$ cat src/rtl/stm_sample_bridge_pkg.sv
// Shared widths, sample types and sizing helpers for the STM32 -> Audio_Controller bridge.
package audio_bridge_pkg;

  localparam int unsigned IN_AUDIO_WIDTH  = 16;
  localparam int unsigned OUT_AUDIO_WIDTH = 32;

  localparam int unsigned DEFAULT_FIFO_DEPTH   = 16;
  localparam int unsigned DEFAULT_READY_MARGIN = 4;

  typedef logic signed [IN_AUDIO_WIDTH-1:0]  sample_in_t;
  typedef logic signed [OUT_AUDIO_WIDTH-1:0] sample_out_t;

  // Occupancy counter width: must represent 0..depth inclusive.
  function automatic int unsigned level_width(input int unsigned depth);
    return $clog2(depth) + 1;
  endfunction

endpackage

$ cat src/rtl/stm_sample_bridge_if.sv
// STM32 parallel sample bus plus controller write port, grouped for the sample bridge.
interface stm_sample_bridge_if
  import audio_bridge_pkg::*;
#(
  parameter int unsigned IN_WIDTH   = IN_AUDIO_WIDTH,
  parameter int unsigned OUT_WIDTH  = OUT_AUDIO_WIDTH,
  parameter int unsigned FIFO_DEPTH = DEFAULT_FIFO_DEPTH
);

  logic [IN_WIDTH-1:0]                 stm_data;
  logic                                stm_wr;
  logic                                stm_ready;
  logic                                mute;
  logic                                audio_out_allowed;
  logic                                write_audio_out;
  logic [OUT_WIDTH-1:0]                left_channel_audio_out;
  logic [OUT_WIDTH-1:0]                right_channel_audio_out;
  logic                                overflow;
  logic [level_width(FIFO_DEPTH)-1:0]  fill_level;

  // Environment side: STM32 firmware and controller status.
  modport master (
    output stm_data, stm_wr, mute, audio_out_allowed,
    input  stm_ready, write_audio_out, left_channel_audio_out,
           right_channel_audio_out, overflow, fill_level
  );

  // Bridge side.
  modport slave (
    input  stm_data, stm_wr, mute, audio_out_allowed,
    output stm_ready, write_audio_out, left_channel_audio_out,
           right_channel_audio_out, overflow, fill_level
  );

endinterface

$ cat src/rtl/stm_sample_bridge_fifo.sv
// Synchronous first-word-fall-through FIFO; the head entry is always presented on dout.
module sample_fifo
  import audio_bridge_pkg::*;
#(
  parameter int unsigned DATA_W = IN_AUDIO_WIDTH,
  parameter int unsigned DEPTH  = DEFAULT_FIFO_DEPTH
) (
  input  logic                        clk,
  input  logic                        reset,
  input  logic                        push,
  input  logic                        pop,
  input  logic [DATA_W-1:0]           din,
  output logic [DATA_W-1:0]           dout,
  output logic                        full,
  output logic                        empty,
  output logic [level_width(DEPTH)-1:0] count
);

  localparam int unsigned AW = $clog2(DEPTH);
  localparam int unsigned CW = level_width(DEPTH);

  logic [DATA_W-1:0] mem [DEPTH];
  logic [AW-1:0]     wr_ptr;
  logic [AW-1:0]     rd_ptr;
  logic [CW-1:0]     cnt;
  logic              push_ok;
  logic              pop_ok;

  assign full  = (cnt == CW'(DEPTH));
  assign empty = (cnt == '0);

  // A push into a full FIFO is only accepted when the same cycle frees a slot.
  assign pop_ok  = pop & ~empty;
  assign push_ok = push & (~full | pop_ok);

  always_ff @(posedge clk) begin
    if (reset) begin
      wr_ptr <= '0;
      rd_ptr <= '0;
      cnt    <= '0;
    end else begin
      if (push_ok) wr_ptr <= wr_ptr + AW'(1);
      if (pop_ok)  rd_ptr <= rd_ptr + AW'(1);
      cnt <= cnt + CW'(push_ok) - CW'(pop_ok);
    end
  end

  always_ff @(posedge clk) begin
    if (push_ok && !reset) mem[wr_ptr] <= din;
  end

  assign dout  = mem[rd_ptr];
  assign count = cnt;

endmodule

$ cat src/rtl/stm_sample_bridge.sv
// STM32 write-strobe capture into a sample FIFO, feeding sign-extended, gain-scaled mono
// words to the Audio_Controller left/right write port with flow control back to the STM32.
module stm_sample_bridge
  import audio_bridge_pkg::*;
#(
  parameter int unsigned IN_WIDTH     = IN_AUDIO_WIDTH,
  parameter int unsigned OUT_WIDTH    = OUT_AUDIO_WIDTH,
  parameter int unsigned FIFO_DEPTH   = DEFAULT_FIFO_DEPTH,
  parameter int unsigned READY_MARGIN = DEFAULT_READY_MARGIN,
  parameter int unsigned GAIN_SHIFT   = 0
) (
  input logic                clk,
  input logic                reset,
  stm_sample_bridge_if.slave bus
);

  localparam int unsigned LW = level_width(FIFO_DEPTH);
  localparam logic [LW-1:0] READY_LIMIT = LW'(FIFO_DEPTH - READY_MARGIN);

  logic                        wr_meta;
  logic                        wr_sync;
  logic                        wr_prev;
  logic [IN_WIDTH-1:0]         data_meta;
  logic [IN_WIDTH-1:0]         data_sync;

  logic                        push;
  logic                        pop;
  logic                        push_taken;
  logic                        full;
  logic                        empty;
  logic [IN_WIDTH-1:0]         head;
  logic [LW-1:0]               count;
  logic [LW-1:0]               count_next;

  logic                        ready_q;
  logic                        overflow_q;
  logic signed [OUT_WIDTH-1:0] head_ext;
  logic signed [OUT_WIDTH-1:0] word;

  // Strobe and data run through matched two-flop stages so data_sync lines up with the push.
  always_ff @(posedge clk) begin
    if (reset) begin
      wr_meta   <= 1'b0;
      wr_sync   <= 1'b0;
      wr_prev   <= 1'b0;
      data_meta <= '0;
      data_sync <= '0;
    end else begin
      wr_meta   <= bus.stm_wr;
      wr_sync   <= wr_meta;
      wr_prev   <= wr_sync;
      data_meta <= bus.stm_data;
      data_sync <= data_meta;
    end
  end

  assign push = wr_sync & ~wr_prev & ~reset;
  assign pop  = ~empty & bus.audio_out_allowed & ~reset;

  sample_fifo #(
    .DATA_W (IN_WIDTH),
    .DEPTH  (FIFO_DEPTH)
  ) u_fifo (
    .clk   (clk),
    .reset (reset),
    .push  (push),
    .pop   (pop),
    .din   (data_sync),
    .dout  (head),
    .full  (full),
    .empty (empty),
    .count (count)
  );

  assign push_taken = push & (~full | pop);

  always_comb begin
    count_next = count + LW'(push_taken) - LW'(pop);
  end

  always_ff @(posedge clk) begin
    if (reset) begin
      ready_q    <= 1'b0;
      overflow_q <= 1'b0;
    end else begin
      ready_q <= (count_next <= READY_LIMIT);
      if (push && full && !pop) overflow_q <= 1'b1;
    end
  end

  // Sign extension happens through the signed size cast; the shift drops overflowing bits.
  always_comb begin
    head_ext = OUT_WIDTH'($signed(head));
    word     = '0;
    if (!empty && !bus.mute) word = head_ext << GAIN_SHIFT;
  end

  assign bus.stm_ready               = ready_q;
  assign bus.overflow                = overflow_q;
  assign bus.fill_level              = count;
  assign bus.write_audio_out         = pop;
  assign bus.left_channel_audio_out  = word;
  assign bus.right_channel_audio_out = word;

endmodule

$ cat src/flat_wrapper.sv
// flat-port wrapper written by rule: the top's interface ports become plain ports
module stm_sample_bridge_flat import audio_bridge_pkg::*;
#(
  parameter int unsigned IN_WIDTH     = IN_AUDIO_WIDTH,
  parameter int unsigned OUT_WIDTH    = OUT_AUDIO_WIDTH,
  parameter int unsigned FIFO_DEPTH   = DEFAULT_FIFO_DEPTH,
  parameter int unsigned READY_MARGIN = DEFAULT_READY_MARGIN,
  parameter int unsigned GAIN_SHIFT   = 0
)
  (clk, reset, bus_stm_data, bus_stm_wr, bus_mute, bus_audio_out_allowed, bus_stm_ready, bus_write_audio_out, bus_left_channel_audio_out, bus_right_channel_audio_out, bus_overflow, bus_fill_level);
  stm_sample_bridge_if #(.IN_WIDTH(IN_WIDTH), .OUT_WIDTH(OUT_WIDTH), .FIFO_DEPTH(FIFO_DEPTH)) bus_i ();
  input logic clk;
  input logic reset;
  input wire logic [$bits(bus_i.stm_data)-1:0] bus_stm_data;
  input wire logic [$bits(bus_i.stm_wr)-1:0] bus_stm_wr;
  input wire logic [$bits(bus_i.mute)-1:0] bus_mute;
  input wire logic [$bits(bus_i.audio_out_allowed)-1:0] bus_audio_out_allowed;
  output wire logic [$bits(bus_i.stm_ready)-1:0] bus_stm_ready;
  output wire logic [$bits(bus_i.write_audio_out)-1:0] bus_write_audio_out;
  output wire logic [$bits(bus_i.left_channel_audio_out)-1:0] bus_left_channel_audio_out;
  output wire logic [$bits(bus_i.right_channel_audio_out)-1:0] bus_right_channel_audio_out;
  output wire logic [$bits(bus_i.overflow)-1:0] bus_overflow;
  output wire logic [$bits(bus_i.fill_level)-1:0] bus_fill_level;
  assign bus_i.stm_data = bus_stm_data;
  assign bus_i.stm_wr = bus_stm_wr;
  assign bus_i.mute = bus_mute;
  assign bus_i.audio_out_allowed = bus_audio_out_allowed;
  assign bus_stm_ready = bus_i.stm_ready;
  assign bus_write_audio_out = bus_i.write_audio_out;
  assign bus_left_channel_audio_out = bus_i.left_channel_audio_out;
  assign bus_right_channel_audio_out = bus_i.right_channel_audio_out;
  assign bus_overflow = bus_i.overflow;
  assign bus_fill_level = bus_i.fill_level;
  stm_sample_bridge #(.IN_WIDTH(IN_WIDTH), .OUT_WIDTH(OUT_WIDTH), .FIFO_DEPTH(FIFO_DEPTH), .READY_MARGIN(READY_MARGIN), .GAIN_SHIFT(GAIN_SHIFT)) u_core (.clk(clk), .reset(reset), .bus(bus_i));
endmodule
$ cat config.mk
export PLATFORM = sky130hd
export DESIGN_NAME = stm_sample_bridge_flat
export DESIGN_NICKNAME = d
export VERILOG_FILES = /design/src/rtl/stm_sample_bridge_pkg.sv /design/src/rtl/stm_sample_bridge_if.sv /design/src/rtl/stm_sample_bridge_fifo.sv /design/src/rtl/stm_sample_bridge.sv /design/src/flat_wrapper.sv
export SDC_FILE = /design/constraint.sdc
export NUM_CORES = 1
export LEC_CHECK = 0
export CAP_MARGIN = 5
export CORE_ASPECT_RATIO = 0.6
export CORE_MARGIN = 1.5
export CORE_UTILIZATION = 52
export CTS_CLUSTER_SIZE = 14
export DETAILED_ROUTE_END_ITERATION = 12
export GPL_ROUTABILITY_DRIVEN = 1
export HOLD_SLACK_MARGIN = 0.12
export PLACE_DENSITY = 0.75
export RECOVER_POWER = 25
export SYNTH_ARGS = -nofsm -noshare
export SYNTH_HDL_FRONTEND = slang
export SYNTH_SLANG_ARGS = --single-unit
$ cat constraint.sdc
create_clock -name clk -period 3.7 [get_ports clk]
set_input_delay 1.11 -clock clk [delete_from_list [all_inputs] [get_ports clk]]
set_output_delay 1.11 -clock clk [all_outputs]
set_load 0.01 [all_outputs]
# Yosys cells after proc, flatten, opt, wreduce, memory -nomap -nowiden
# Memories as Yosys holds them, arrays and structs flattened. A register that Yosys moved wholly into a read port is not among the register bits.
# Index checks and enable logic that the tools add are counted.
word_totals:
  regBits: 50
  mem_bits_rw: 256
  romBits: 0
  latchBits: 0
  mem_count: 1
  output_inout_bits: 72
classes:
  order_cmp: 1
  eq_ne: 1
  muxes: 5
  div_mod_pow: 0
  n_addsub: 6
  n_reduce_logical: 9
  multipliers: 0
  shift: 0
  bitwise_logic: 13
mem_list:
  columns: ["name", "depth", "word_bits", "read_ports", "rd_clocked_by_memory_dff", "wr", "line", "text"]
  rows:
  - ["u_core.u_fifo.mem", 16, 16, 1, 1, 1, "stm_sample_bridge_fifo.sv:22", "logic [DATA_W-1:0] mem [DEPTH];"]
op_table:
  columns: ["operator", "count"]
  rows:
  - ["two-way mux 32 bit", 1]
  - ["adder 5 x 1 -> 5 bit", 2]
  - ["subtractor 5 x 1 -> 5 bit", 2]
  - ["adder 4 x 1 -> 4 bit, second input constant", 2]
  - ["two-way mux 4 bit", 2]
  - ["bitwise AND 1 bit", 7]
  - ["equality test 5 bit, second input constant", 1]
  - ["less-or-equal comparator 5 x 4 -> 1 bit, second input constant", 1]
  - ["zero test 5 bit", 1]
  - ["logical AND 1 bit", 4]
  - ["zero test 1 bit", 4]
  - ["inverter 1 bit", 4]
  - ["two-way mux 1 bit", 2]
  - ["bitwise OR 1 bit", 2]

# Depth between registers and ports, before layout
depth:
  depth_word: 10
  mapped_depth: 14
  depth_no_buf: 13

# Cells and area by module
# A second synthesis with hierarchy kept.
unflattened:
  cells_unflattened: 677
  hier_area_um2: 12313.1
modules_own_cells:
  columns: ["module", "cells_each", "seq_area_each_um2", "instances", "area_per_inst_um2"]
  rows:
  - ["sample_fifo", 503, 8027.7, 1, 10625.2]
  - ["stm_sample_bridge", 174, 740.7, 1, 1687.9]

# Least setup slack after synthesis
# Ideal clock, no wire load.
synth_timing:
  kind: "input-to-output"
  start: "input bus_mute"
  end: "output bus_left_channel_audio_out[16]"
  arrival_ns: 2.589
  n_path_buf: 1
  slack_ns: 0.001
  stages: 4
  t_required_ns: 2.590
  cell_sequence: "nor3_1 > a22oi_1 > nand2_1 > buf_4"
synth_via:
  elab_chain_len: 3
synth_lines:
  columns: ["item", "line", "text"]
  rows:
  - ["start: declaration", "flat_wrapper.sv:16", "input wire logic [$bits(bus_i.mute)-1:0] bus_mute;"]
  - ["zero test 1 bit", "stm_sample_bridge.sv:95", "if (!empty && !bus.mute) word = head_ext << GAIN_SHIFT;"]
  - ["logical AND 1 bit", "stm_sample_bridge.sv:95", null]
  - ["two-way mux 32 bit", "stm_sample_bridge.sv:95", null]
  - ["end: declaration", "flat_wrapper.sv:20", "output wire logic [$bits(bus_i.left_channel_audio_out)-1:0] bus_left_channel_audio_out;"]
# Every way passes these cells.

==> impl_metrics.env <==
export IMPL_seq_area_frac_synth_pct=72.1
export IMPL_gp_routability_congestion=0.850
export IMPL_ios=93
export IMPL_yosys_area_top_type="edfxtp_1"
export IMPL_synth_edff_count=256
export IMPL_pwr_density_cell_nw_per_um2=578
export IMPL_r2r_worst_path_cells=15
export IMPL_clk_pin_slew_ns=0.06
export IMPL_rr_startpoint="u_core.u_fifo.count[2]$_SDFF_PP0_"
export IMPL_tightest_slew_ns=0.716
export IMPL_crit_required_ns=2.59
export IMPL_ys_types=37
export IMPL_syn_cell_area_um2=12200
export IMPL_antenna_cells=0
export IMPL_syn_area_per_cell_um2=18.5
export IMPL_cp_arrival_ns=2.53
export IMPL_grt_overflow=0
export IMPL_synth_seq_cells=310
export IMPL_antenna_found_initial=0
export IMPL_vdd_ir_drop_max_uv=407
export IMPL_min_period_over_period_pct=98.3
export IMPL_yosys_warnings=0
export IMPL_fin_crit_ns=3.64
export IMPL_track_usage_pct=21.9
export IMPL_drive_gt1_share_pct=33.8
export IMPL_die_w_um=200
export IMPL_cp_max_fo=8
export IMPL_wirelength_um=26300
export IMPL_first_pass_iters=5
export IMPL_via_per_inst=5.66
export IMPL_r2r_end="u_core.bus.stm_ready$_SDFF_PP0_"
export IMPL_rsz0062_at_grt="true"
export IMPL_num_vias=6257
export IMPL_syn_nets=691
export IMPL_grt_max_degree=35
export IMPL_grt_pass1_wl_um=39000
export IMPL_cts_buffer_depth=3
export IMPL_finClkSkew_ns=0.0112
export IMPL_design_area_um2=14500
export IMPL_startpoint_type="flop"
export IMPL_start_util_pct=52.8
export IMPL_critPathKind="reg -> out"
export IMPL_core_region_area_um2=23000
export IMPL_p_leak_nw=5.05
export IMPL_avgRoutedWirePerCell_um=23.8
export IMPL_yosysMostFrequentCell="edfxtp_1"
export IMPL_cts_made_buffers=28
export IMPL_dieArea_um2=24300
export IMPL_fp_dieH_um=121
export IMPL_finalSetupViolCount=0
export IMPL_final_max_slew_viol_count=0
export IMPL_synthTopCellsByCount="256 x edfxtp_1, 54 x dfxtp_1, 49 x buf_4, 48 x mux4_2, 41 x nand2_1"
export IMPL_cts_root_buf="clkbuf_16"
export IMPL_netlist_top_cells_area="edfxtp_1 63%, dfxtp_1 8.9%, mux4_2 8.9%"
export IMPL_p_total_mw=8.36
export IMPL_cts_tree="built"
export IMPL_ctsHoldBuffers=0
export IMPL_drc=0
export IMPL_n_fill_cell=1631
export IMPL_synthArstFlopShare_pct=0
export IMPL_cts_sinks=310
export IMPL_cp_end_kind="primary output"
export IMPL_ant_nets=0
export IMPL_synth_top_area_share_pct=63.2
export IMPL_max_cap_violations=0
export IMPL_drtIter0Drc=634
export IMPL_status="finished, final reports clean"
export IMPL_hold_path_class="reg -> reg"
export IMPL_syn_to_final_growth_pct=18.8
export IMPL_dpl_hpwl_um=16100
export IMPL_cts_max_level=1
export IMPL_fmax_mhz=275
export IMPL_netlist_instances=656
export IMPL_whs_path_depth=1
export IMPL_min_delay_start="u_core.data_meta[0]$_SDFF_PP0_"
export IMPL_port_buffers=92
export IMPL_clkLatencyLatePin_ns=0.54
export IMPL_rrSetupSlack_ns=0.53
export IMPL_hold_path_end="u_core.data_sync[0]$_SDFF_PP0_"
export IMPL_place_area_um2=13500
export IMPL_grt_pass1_vias=6257
export IMPL_nNetsFinal=807
export IMPL_final_hold_viol_count=0
export IMPL_slew_headroom_pct=52.2
export IMPL_synth_main_ff_cell="edfxtp_1"
export IMPL_rows=43
## cells by family after synthesis
group | Yosys count | synth area share, %
compound gates | 33 | 1.84
xor+xnor | 9 | 0.648
fa+ha+maj | 14 | 1.56
buf+inv | 86 | 4.63
flops | 310 | 72.1
mux | 83 | 14.1
simple gates | 121 | 5.16
## how the worst max path moves through the flow
stage                                                  to  slack, ns  cells past startpoint
after CTS                  bus_left_channel_audio_out[21]      -0.06                      7
after floorplan            bus_left_channel_audio_out[16]     0.0009                      4
final                      bus_right_channel_audio_out[8]       0.06                      7
after global placement    bus_right_channel_audio_out[31]      -0.45                      7
after global routing       bus_left_channel_audio_out[16]     -0.002                      7
after detailed placement   bus_left_channel_audio_out[25]      -0.47                      7
## layout make-up
| cell class | count | area [um2] | area share (%) |
|---|---|---|---|
| clock buffer | 43 | 820 | 5.67 |
| clock inverter | 6 | 60.1 | 0.416 |
| inverter | 10 | 37.5 | 0.260 |
| multi-input combinational | 260 | 2990 | 20.7 |
| sequential | 310 | 8780 | 60.7 |
| tap | 315 | 394 | 2.73 |
| timing repair buffer | 162 | 1380 | 9.52 |
## registers in the layout, summed over array words and instances (netlist names), named ones only
signal / cells
u_core.u_fifo.mem: 256
u_core.data_meta: 16
u_core.data_sync: 16
u_core.u_fifo.count: 5
u_core.u_fifo.rd_ptr: 4
u_core.u_fifo.wr_ptr: 4
u_core.bus.overflow: 1
u_core.bus.stm_ready: 1
u_core.wr_meta: 1
u_core.wr_prev: 1
u_core.wr_sync: 1
## critical path: stages (launching register included)
cell and delay (ns):
dfxtp_4 0.41, buf_12 0.14, buf_4 0.11, mux4_1 0.57
mux2_4 0.33, a22oi_2 0.18, nand2_1 0.10, buf_2 0.15
## metal layers
layer / up-vias / GRT usage (%) / wire length [um]
li1: 2710 / - / -
met1: 3195 / 32.3 / 11400
met2: 313 / 32.7 / 11700
met3: 37 / 5.96 / 2670
met4: 2 / 4.23 / 399
met5: - / 2.94 / 92
## per-stage QoR
stage               std cells  setup TNS, ns  setup slack (ns)  hold WS (ns)  utilization (%)
detailed placement       1034         -25.05            -0.473         0.420             58.5
global placement         1034         -25.27            -0.450         0.419             58.5
floorplan                 656              0          0.000887         0.414                -
CTS                      1095         -0.165           -0.0582         0.432             62.5
finish                   1106              0            0.0622         0.432             62.8
global route             1106       -0.00595          -0.00213         0.455             62.8
## placed cells by master (no fill, tap or decap), types with 5 or more instances in the layout
cell             count
a21oi_1              6
a22oi_2             15
buf_12              12
buf_2               49
buf_4               49
buf_6                6
clkbuf_1            12
clkbuf_16           31
clkbuf_2             7
clkdlybuf4s50_1     26
dfxtp_1             50
dlygate4sd2_1        5
edfxtp_1           256
ha_1                11
inv_1               10
mux2_4              14
mux4_1               9
mux4_2              55
nand2_1             37
nand2b_1             9
nor2_1              19
nor2b_1             37
nor3_2               6
xnor2_1              6
## timing repair
action	4_1_cts	5_1_grt
setup buffers	11	12
gates resized for setup	261	30
setup endpoints to repair	64	60
cloned	1	1
pin swaps	12	16
## power breakdown
part,leakage (nW),switching (mW),internal (mW)
Sequential,2.79,0.0867,3.82
Combinational,1.84,0.806,0.872
Clock,0.425,1.18,1.59
Total,5.05,2.08,6.28
(Power assumes the default switching activity.)
